===== src/rtl/cordic_sequencer.sv =====
// Iterative CORDIC rotation controller: integer degrees in, quadrant-corrected cos/sin out (Q2.(W-2)).
// Defining CORDIC_SEQ_DIR_EN adds the o_dir rotation-direction output and its previous-angle register.
module cordic_sequencer #(
   parameter int ITER = 14,
   parameter int W    = 16
) (
   input  logic         clock,
   input  logic         reset,
   input  logic [15:0]  i_angle,
   input  logic         i_valid,
   output logic         i_ready,
   output logic [W-1:0] o_cos,
   output logic [W-1:0] o_sin,
   output logic         o_err,
   output logic         o_valid,
`ifdef CORDIC_SEQ_DIR_EN
   output logic         o_dir,
`endif
   input  logic         o_ready
);

   typedef enum logic [1:0] {
      S_IDLE = 2'd0,
      S_ITER = 2'd1,
      S_DONE = 2'd2
   } state_t;

   localparam logic [3:0] CNT_LAST = 4'(ITER - 1);

   state_t             state;
   state_t             state_nxt;
   logic [3:0]         cnt;
   logic [1:0]         quad;
   logic signed [17:0] x;
   logic signed [17:0] y;
   logic signed [17:0] z;
   logic signed [17:0] x_nxt;
   logic signed [17:0] y_nxt;
   logic signed [17:0] z_nxt;
   logic signed [17:0] tab;
   logic [W-1:0]       res_cos;
   logic [W-1:0]       res_sin;
   logic               accept;
   logic               bad_angle;
   logic [1:0]         q_in;
   logic [6:0]         r_in;

   // atan(2^-i) in degrees scaled by 128
   function automatic logic signed [17:0] atan_tab(input logic [3:0] i);
      case (i)
         4'd0:    atan_tab = 18'sd5760;
         4'd1:    atan_tab = 18'sd3400;
         4'd2:    atan_tab = 18'sd1797;
         4'd3:    atan_tab = 18'sd912;
         4'd4:    atan_tab = 18'sd458;
         4'd5:    atan_tab = 18'sd229;
         4'd6:    atan_tab = 18'sd115;
         4'd7:    atan_tab = 18'sd57;
         4'd8:    atan_tab = 18'sd29;
         4'd9:    atan_tab = 18'sd14;
         4'd10:   atan_tab = 18'sd7;
         4'd11:   atan_tab = 18'sd4;
         4'd12:   atan_tab = 18'sd2;
         4'd13:   atan_tab = 18'sd1;
         default: atan_tab = 18'sd0;
      endcase
   endfunction

   assign i_ready   = (state == S_IDLE);
   assign o_valid   = (state == S_DONE);
   assign accept    = i_valid && i_ready;
   assign bad_angle = (i_angle >= 16'd360);

   // Quadrant reduction of the incoming angle
   always_comb begin
      q_in = 2'd0;
      r_in = 7'd0;
      if (i_angle < 16'd90) begin
         q_in = 2'd0;
         r_in = i_angle[6:0];
      end else if (i_angle < 16'd180) begin
         q_in = 2'd1;
         r_in = 7'(i_angle - 16'd90);
      end else if (i_angle < 16'd270) begin
         q_in = 2'd2;
         r_in = 7'(i_angle - 16'd180);
      end else begin
         q_in = 2'd3;
         r_in = 7'(i_angle - 16'd270);
      end
   end

   // One micro-rotation step plus quadrant mapping of its result
   always_comb begin
      tab = atan_tab(cnt);
      if (!z[17]) begin
         x_nxt = x - (y >>> cnt);
         y_nxt = y + (x >>> cnt);
         z_nxt = z - tab;
      end else begin
         x_nxt = x + (y >>> cnt);
         y_nxt = y - (x >>> cnt);
         z_nxt = z + tab;
      end
      case (quad)
         2'd0:    begin res_cos = W'(x_nxt);  res_sin = W'(y_nxt);  end
         2'd1:    begin res_cos = W'(-y_nxt); res_sin = W'(x_nxt);  end
         2'd2:    begin res_cos = W'(-x_nxt); res_sin = W'(-y_nxt); end
         2'd3:    begin res_cos = W'(y_nxt);  res_sin = W'(-x_nxt); end
         default: begin res_cos = W'(x_nxt);  res_sin = W'(y_nxt);  end
      endcase
   end

   // Next-state logic
   always_comb begin
      state_nxt = state;
      case (state)
         S_IDLE: begin
            if (accept) state_nxt = bad_angle ? S_DONE : S_ITER;
            else        state_nxt = S_IDLE;
         end
         S_ITER: begin
            if (cnt == CNT_LAST) state_nxt = S_DONE;
            else                 state_nxt = S_ITER;
         end
         S_DONE: begin
            if (o_ready) state_nxt = S_IDLE;
            else         state_nxt = S_DONE;
         end
         default: state_nxt = S_IDLE;
      endcase
   end

   // State register and rotation datapath; results latch on the last iteration
   always_ff @(posedge clock) begin
      if (!reset) begin
         state <= S_IDLE;
         cnt   <= 4'd0;
         quad  <= 2'd0;
         x     <= 18'sd0;
         y     <= 18'sd0;
         z     <= 18'sd0;
         o_cos <= '0;
         o_sin <= '0;
         o_err <= 1'b0;
      end else begin
         state <= state_nxt;
         case (state)
            S_IDLE: begin
               if (accept) begin
                  if (bad_angle) begin
                     o_err <= 1'b1;
                     o_cos <= '0;
                     o_sin <= '0;
                  end else begin
                     o_err <= 1'b0;
                     x     <= 18'sd9949;
                     y     <= 18'sd0;
                     z     <= $signed({4'd0, r_in, 7'd0});
                     cnt   <= 4'd0;
                     quad  <= q_in;
                  end
               end
            end
            S_ITER: begin
               x   <= x_nxt;
               y   <= y_nxt;
               z   <= z_nxt;
               cnt <= cnt + 4'd1;
               if (cnt == CNT_LAST) begin
                  o_cos <= res_cos;
                  o_sin <= res_sin;
               end
            end
            default: begin
            end
         endcase
      end
   end

`ifdef CORDIC_SEQ_DIR_EN
   logic [15:0] prev;
   logic [8:0]  delta;

   // Angular step from the previous legal angle, modulo 360
   always_comb begin
      if (i_angle >= prev) delta = 9'(i_angle - prev);
      else                 delta = 9'(i_angle + 16'd360 - prev);
   end

   // Direction flag: forward for steps under a half turn, zero step keeps the old value
   always_ff @(posedge clock) begin
      if (!reset) begin
         prev  <= 16'd0;
         o_dir <= 1'b0;
      end else if (accept && !bad_angle) begin
         prev <= i_angle;
         if (delta == 9'd0)        o_dir <= o_dir;
         else if (delta < 9'd180)  o_dir <= 1'b1;
         else                      o_dir <= 1'b0;
      end
   end
`endif

endmodule

===== config.mk =====
export PLATFORM = sky130hd
export DESIGN_NAME = cordic_sequencer
export DESIGN_NICKNAME = d
export VERILOG_FILES = /design/src/rtl/cordic_sequencer.sv
export SDC_FILE = /design/constraint.sdc
export NUM_CORES = 1
export LEC_CHECK = 0
export BUFFER_PORTS_ARGS = -buffer_cell sky130_fd_sc_hd__buf_2
export CORE_UTILIZATION = 60
export CTS_BUF_LIST = sky130_fd_sc_hd__clkbuf_2 sky130_fd_sc_hd__clkbuf_4 sky130_fd_sc_hd__clkbuf_8
export DETAILED_ROUTE_END_ITERATION = 6
export GPL_TIMING_DRIVEN = 0
export HOLD_SLACK_MARGIN = 0.02
export PLACE_DENSITY = 0.88
export REMOVE_ABC_BUFFERS = 1
export SYNTH_ARGS = -nofsm -noshare
export SYNTH_HDL_FRONTEND = slang
export SYNTH_SLANG_ARGS = --single-unit

===== constraint.sdc =====
create_clock -name clock -period 6.25 [get_ports clock]
set_clock_uncertainty 0.1 [all_clocks]
set_input_delay 1.875 -clock clock [delete_from_list [all_inputs] [get_ports clock]]
set_output_delay 1.875 -clock clock [all_outputs]
set_load 0.01 [all_outputs]

==> results.toml, run 1 <==
[status]
status = "complete, no violations"

[power_and_ir_drop]
switching_share = 0.299
combPwrFrac = 0.229
intPower_mw = 1.11
sequentialPowerShare = 0.438
vdd_drop_max_mv = 0.136
switchingPower_mw = 0.472
power_frac_clock = 0.334
leakagePower_nw = 4.86
p_per_area_nw_per_um2 = 132

[yosys]
synth_mux_area_frac = 0.119
synth_top_area_share = 0.197
syn_area_um2 = 11000
synth_seq_cells = 108
synth_top_family_by_area = "compound AO/OA/AOI/OAI gates"
yosys-top-cells-area = "dfxtp_1, ha_1, a21oi_1"
synth.distinct_cells = 75
yosys.area.top_type = "dfxtp_1"
synth_commonest_cells = "nor2_1, nand2_1, a21oi_1, dfxtp_1, o21ai_0"
synth_xor_area_frac = 0.0816
synth_fa_ha_area_frac = 0.0877
ys.warnings.count = 0
synth-simple-area-share = 0.215
netlist_instances = 1431
synth_edf_count = 0
avgSynthCellArea_um2 = 7.65
yosysMostFrequentCell = "nor2_1"
yosysSeqAreaShare = 0.197
synth-compound-area-share = 0.252
synthFlopType = "dfxtp_1"
synth-async-reset-ratio = 0

[finish]
finalInstanceArea_um2 = 11900
area_delta_synth_final_pct = 9.07
fin_nets = 1529
drive_gt1_frac = 0.129
finalCoreUtilization = 0.667
n_antenna_cell = 0

[min_path]
min_path_type = "reg -> reg"
min_to = "o_sin[5]"
min_delay_path_depth = 2
hp-start = "o_sin[5]"

[sta]
finalWorstPathRequiredPeriod_ns = 6.02
report.final.slew_viol_count = 0
hold_violations = 0
post-route-period-util = 0.963
setup_viol = 0
max_slew_margin = 0.169
timing.final.ws_setup_ns = 0.228
worst_pin_slew_ns = 1.24
finalSetupTns_ns = 0
fmax_mhz = 166

[detailed_routing]
drt_wl_total_mm = 31.5
wl_per_cell_um = 18.9
via_per_inst = 6.82
drc = 0
num_vias = 11400
dr.pass1.iters = 6
drt_iter0_drc = 1276
drtAntennaViolNets = 0

[clocking]
h-tree-depth = 3
cts.sinks = 108
cts_root_buffer = "clkbuf_8"
clockBufferDepth = 2
cts_buffers = 9
clk_pin_slew_worst_paths_ns = 0.11
hold_buffers = 0
cts_tree = "done"
worstSkewPairLatency_ns = 0.40

[placement]
gp_congestion = 0.969
pre_cts_slack_ns = -1.73
post-dp-hpwl_mm = 22.1
port_buffers = 54
place_area_um2 = 11400

[floorplan]
initial_core_util = 0.612
core_area_um2 = 17900
rows = 49
die_w_um = 137
dieArea_um2 = 18800
io_pins = 55
die_y_um = 137

[setup_path]
end_kind = "flop"
reg2reg_depth = 22
startpoint_type = "flop"
arrival_ns = 6.22
crit_path_max_fanout = 18
r2r-end = "o_sin[15]"
timing.rr.start = "cnt[0]"
path_class = "reg -> reg"
worstPathCellList = "buf_12 > mux4_2 > mux2_2 > o21ai_0 > ha_1 > and3_1 > nand2b_1 > nor4_4 > nor2_1 > xor2_1 > ha_1 > and2_1 > nand2b_1 > and3_1 > o31a_1 > o31a_1 > buf_4 > nand3b_1 > or3_4 > mux2i_1 > mux2i_1 > a32o_1"
cpPeakStageDelay_ns = 0.59
required_ns = 6.45
crit_slowest_cell = "mux4_2"
r2r_slack_ns = 0.23

[global_routing]
met1_usage = 0.440
use_met3 = 0.0693
grt_util_met2 = 0.515
grt_pass1_vias = 10000
antenna_found_initial = 0
overflow = 0
grt_usage = 0.330
grt_max_degree = 62
grt_pass1_wl_mm = 49.4
busiest_layer = "met2"

[job]
drv_cap = 0
worst max-delay path by stage:
stage,endpoint,slack [ns],start,depth (start not counted)
3_5_place_dp,o_sin[14],-1.73,cnt[3],20
5_1_grt,o_cos[15],-0.04,cnt[1],18
2_1_floorplan,o_sin[15],-0.39,cnt[0],20
6_report,o_sin[15],0.23,cnt[0],22
4_1_cts,o_cos[15],0.03,cnt[0],21
3_3_place_gp,o_sin[14],-1.85,cnt[0],20
cell type report:
type / count / area, µm²
Clock buffer: 11 / 145
Clock inverter: 4 / 97.6
Fill cell: 1400 / 5960
Inverter: 49 / 191
Multi-Input combinational cell: 1191 / 8480
Sequential cell: 108 / 2180
Tap cell: 229 / 287
Timing Repair Buffer: 74 / 566
Timing Repair inverter: 1 / 5.00
layout by cell type (no fill, tap or decap), types with 9 or more instances in the layout:
cell and n:
a21oi_1 123, a22oi_1 13, o211ai_1 24, nand4_1 12, o31ai_1 12, a221oi_1 9
a31oi_1 30, nor2_1 163, nand2b_1 21, nand2_1 130, buf_4 10, o21ai_0 87
nor3_1 38, buf_2 54, inv_1 45, nand3_1 49, nor4_1 9, ha_1 72
xnor2_1 52, dfxtp_1 101, a211oi_1 22, and2_1 16, a21o_1 16, a22o_1 9
xor2_1 43, mux2_2 16, clkbuf_8 10, mux2i_1 28, o21a_1 17, mux4_2 30
sequential cells by signal (all words and copies together) (netlist names):
signal	count
tab	13
o_sin	16
o_cos	16
x	18
o_err	1
state	2
quad	2
z	18
cnt	4
y	18
critical path, delay by kind of cell, from the launching register on:
family          cells  cell delay [ns]
simple gates        9             2.00
mux                 4             1.14
compound gates      4             1.08
fa+ha+maj           2             0.59
flops               1             0.42
buf+inv             2             0.36
xor+xnor            1             0.21
metrics by stage:
stage	hold WS [ns]	std cells	power, mW
floorplan	0.348	1348	0.913
global placement	0.331	1631	0.993
detailed placement	0.337	1638	1.00
CTS	0.357	1655	1.53
global route	0.385	1667	1.64
finish	0.353	1667	1.58
power by group through the flow:
stage / combinational, mW / clock, mW / sequential (mW)
6_report: 0.361 / 0.527 / 0.691
5_1_grt: 0.387 / 0.562 / 0.692
4_1_cts: 0.309 / 0.531 / 0.692
3_5_place_dp: 0.295 / 0 / 0.709
3_3_place_gp: 0.285 / 0 / 0.709
2_1_floorplan: 0.205 / 0 / 0.708
cell families (layout without fill, tap and decap cells):
kind of cell    Yosys count  count (layout)
compound gates          431             431
xor+xnor                102             102
fa+ha+maj                75              75
buf+inv                 132             139
flops                   108             108
mux                      80              80
simple gates            503             503
per-layer routing:
| layer | part of all wire | routed length [µm] |
|---|---|---|
| met1 | 0.41 | 12800 |
| met2 | 0.45 | 14300 |
| met3 | 0.11 | 3390 |
| met4 | 0.032 | 1010 |
| met5 | 0 | 0 |
what timing repair did:
action | 4_1_cts | 5_1_grt
gates cloned | 2 | 0
endpoints found under the setup margin | 29 | 14
resized for setup | 19 | 22
buffers inserted | 0 | 12
pin swaps | 0 | 3
Note: power is estimated with default switching activity, not from simulation.
==> run 2: changes to the inputs <==
--- a/config.mk
+++ b/config.mk
@@ -5,6 +5,7 @@
 export SDC_FILE = /design/constraint.sdc
 export NUM_CORES = 1
 export LEC_CHECK = 0
+export ABC_AREA = 1
 export BUFFER_PORTS_ARGS = -buffer_cell sky130_fd_sc_hd__buf_2
 export CORE_UTILIZATION = 60
 export CTS_BUF_LIST = sky130_fd_sc_hd__clkbuf_2 sky130_fd_sc_hd__clkbuf_4 sky130_fd_sc_hd__clkbuf_8
==> constraint.sdc (replaced) <==
create_clock -name clock -period 6.9 [get_ports clock]
set_clock_uncertainty 0.1 [all_clocks]
set_input_delay 2.07 -clock clock [delete_from_list [all_inputs] [get_ports clock]]
set_output_delay 2.07 -clock clock [all_outputs]
set_load 0.01 [all_outputs]
==> run 2 against run 1 <==
Clock-buffer cell count is 2 lower. Non-clock buffer count shrank 17. Wire length increased by 12%.
==> results.toml, run 2 <==
[setup_path]
required_ns = 7.13
path_class = "reg -> reg"
reg2reg_depth = 27
cpPeakStageDelay_ns = 1.18
cp-startpoint = "cnt[2]"
crit_slowest_cell = "dfxtp_1"
crit_path_max_fanout = 36
r2r_slack_ns = 1.15
end_kind = "flop"
r2r-end = "o_cos[14]"
timing.rr.start = "cnt[2]"
startpoint_type = "flop"
arrival_ns = 5.98
cp-endpoint = "o_cos[14]"
crit_path_frequent_cell = "nand2_1"

[detailed_routing]
drc = 0
drt_iter0_drc = 1185
drt_wl_total_mm = 35.1
drtAntennaViolNets = 0
wl_per_cell_um = 15.7
dr.pass1.iters = 6
num_vias = 13200
via_per_inst = 5.87

[yosys]
synth-async-reset-ratio = 0
synth.distinct_cells = 54
syn_area_um2 = 11700
yosys.area.top_type = "nand2_1"
synth_commonest_cells = "nand2_1, nand3_1, inv_1, a21oi_1, nor2_1"
synth_xor_area_frac = 0.0406
avgSynthCellArea_um2 = 5.86
yosysSeqAreaShare = 0.186
synth_seq_cells = 108
yosys-top-cells-area = "nand2_1, dfxtp_1, nand3_1"
netlist_instances = 1988
synth_fa_ha_area_frac = 0.0825
synth_edf_count = 0
synth_top_area_share = 0.202
synth-simple-area-share = 0.424
synth_top_family_by_area = "simple AND/OR/NAND/NOR gates"
synth-compound-area-share = 0.160
synthFlopType = "dfxtp_1"
yosysMostFrequentCell = "nand2_1"
ys.warnings.count = 0
synth_mux_area_frac = 0

[finish]
fin_nets = 2075
area_delta_synth_final_pct = 4.06
finalCoreUtilization = 0.642
drive_gt1_frac = 0.0827
n_antenna_cell = 0
reg.largest.list = "x x18, y x18, z x18"
finalInstanceArea_um2 = 12100
mostFrequentLayoutCell = "nand2_1"
mostFrequentLayoutCells = "nand2_1, nand3_1, inv_1"

[placement]
port_buffers = 54
post-dp-hpwl_mm = 26.7
gp_congestion = 0.967
place_area_um2 = 11900

[sta]
finalSetupTns_ns = 0
max_slew_margin = 0.148
fmax_mhz = 174
grt_setup_unrepaired = "false"
worst_pin_slew_ns = 1.28
finalWorstPathRequiredPeriod_ns = 5.75
fin_hold_ws_ns = 0.367
post-route-period-util = 0.833
hold_violations = 0
setup_viol = 0
report.final.slew_viol_count = 0

[power_and_ir_drop]
combPwrFrac = 0.205
power_frac_clock = 0.307
intPower_mw = 0.843
vdd_drop_max_mv = 0.130
p_per_area_nw_per_um2 = 107
switchingPower_mw = 0.451
leakagePower_nw = 6.52
sequentialPowerShare = 0.488
switching_share = 0.349

[global_routing]
overflow = 0
grt_pass1_wl_mm = 56.6
antenna_found_initial = 0
grt_usage = 0.353
grt_pass1_vias = 11700
grt_max_degree = 45

[clocking]
clk_pin_slew_worst_paths_ns = 0.12
cts_tree = "done"
h-tree-depth = 3
cts_root_buffer = "clkbuf_8"
cts_buffers = 9
ctsResizeCount = 0
clockBufferDepth = 2
worstSkewPairLatency_ns = 0.41
cts_setup_buffers = 0
cts.sinks = 108
hold_buffers = 0

[min_path]
min_path_type = "reg -> reg"

[floorplan]
core_area_um2 = 18900
dieArea_um2 = 20000
rows = 50
initial_core_util = 0.617
die_w_um = 141
io_pins = 55
die_y_um = 141

[status]
status = "complete, no violations"

[job]
drv_cap = 0
-- run 2: routing by layer --
layer	up-vias	track usage	routed length (µm)
li1	6530	-	-
met1	5936	0.462	15000
met2	623	0.588	15900
met3	88	0.0499	3080
met4	0	0.137	1150
met5	-	0	0
-- run 2: power groups by stage --
stage	sequential [mW]	combinational (mW)	clock, mW
2_1_floorplan	0.646	0.181	0
4_1_cts	0.631	0.258	0.399
3_5_place_dp	0.646	0.257	0
6_report	0.632	0.265	0.397
3_3_place_gp	0.645	0.251	0
5_1_grt	0.632	0.295	0.423
-- run 2: final cells by class --
cell class / count / area (µm²)
inverter: 229 / 866
fill: 1864 / 6770
tap: 260 / 325
clock buffer: 9 / 124
timing repair buffer: 57 / 333
multi-input combinational: 1575 / 8260
sequential: 108 / 2160
clock inverter: 6 / 58.8
-- run 2: logic make-up after synthesis --
family | after synthesis
xor gates and xnor gates | 54
buffers and inverters | 305
adders and majority gates | 75
AOI/OAI and AO/OA | 330
DFF | 108
and+or+nand+nor | 1116
-- run 2: stage by stage --
step	setup WS, ns	total power, mW	std cells
detailed placement	1.36	0.902	2229
global route	0.859	1.35	2244
CTS	1.32	1.29	2244
finish	1.15	1.29	2244
floorplan	1.95	0.827	1912
global placement	-0.483	0.896	2226
-- run 2: worst min-delay path by stage --
stage                         start   endpoint  slack [ns]  depth (start not counted)
final                      o_sin[8]   o_sin[8]        0.37                          2
after global routing      o_sin[15]  o_sin[15]        0.39                          2
after CTS                  o_sin[8]   o_sin[8]        0.37                          2
after detailed placement  o_sin[15]  o_sin[15]        0.35                          2
after global placement     o_cos[7]   o_cos[7]        0.35                          2
after floorplan                z[5]       z[5]        0.35                          2
-- run 2: critical path, delay by kind of cell (launching register included) --
family / cells / cell delay [ns]
compound gates: 2 / 0.36
xor+xnor: 1 / 0.17
fa+ha+maj: 2 / 0.61
buf+inv: 2 / 0.66
flops: 1 / 1.18
simple gates: 20 / 2.56
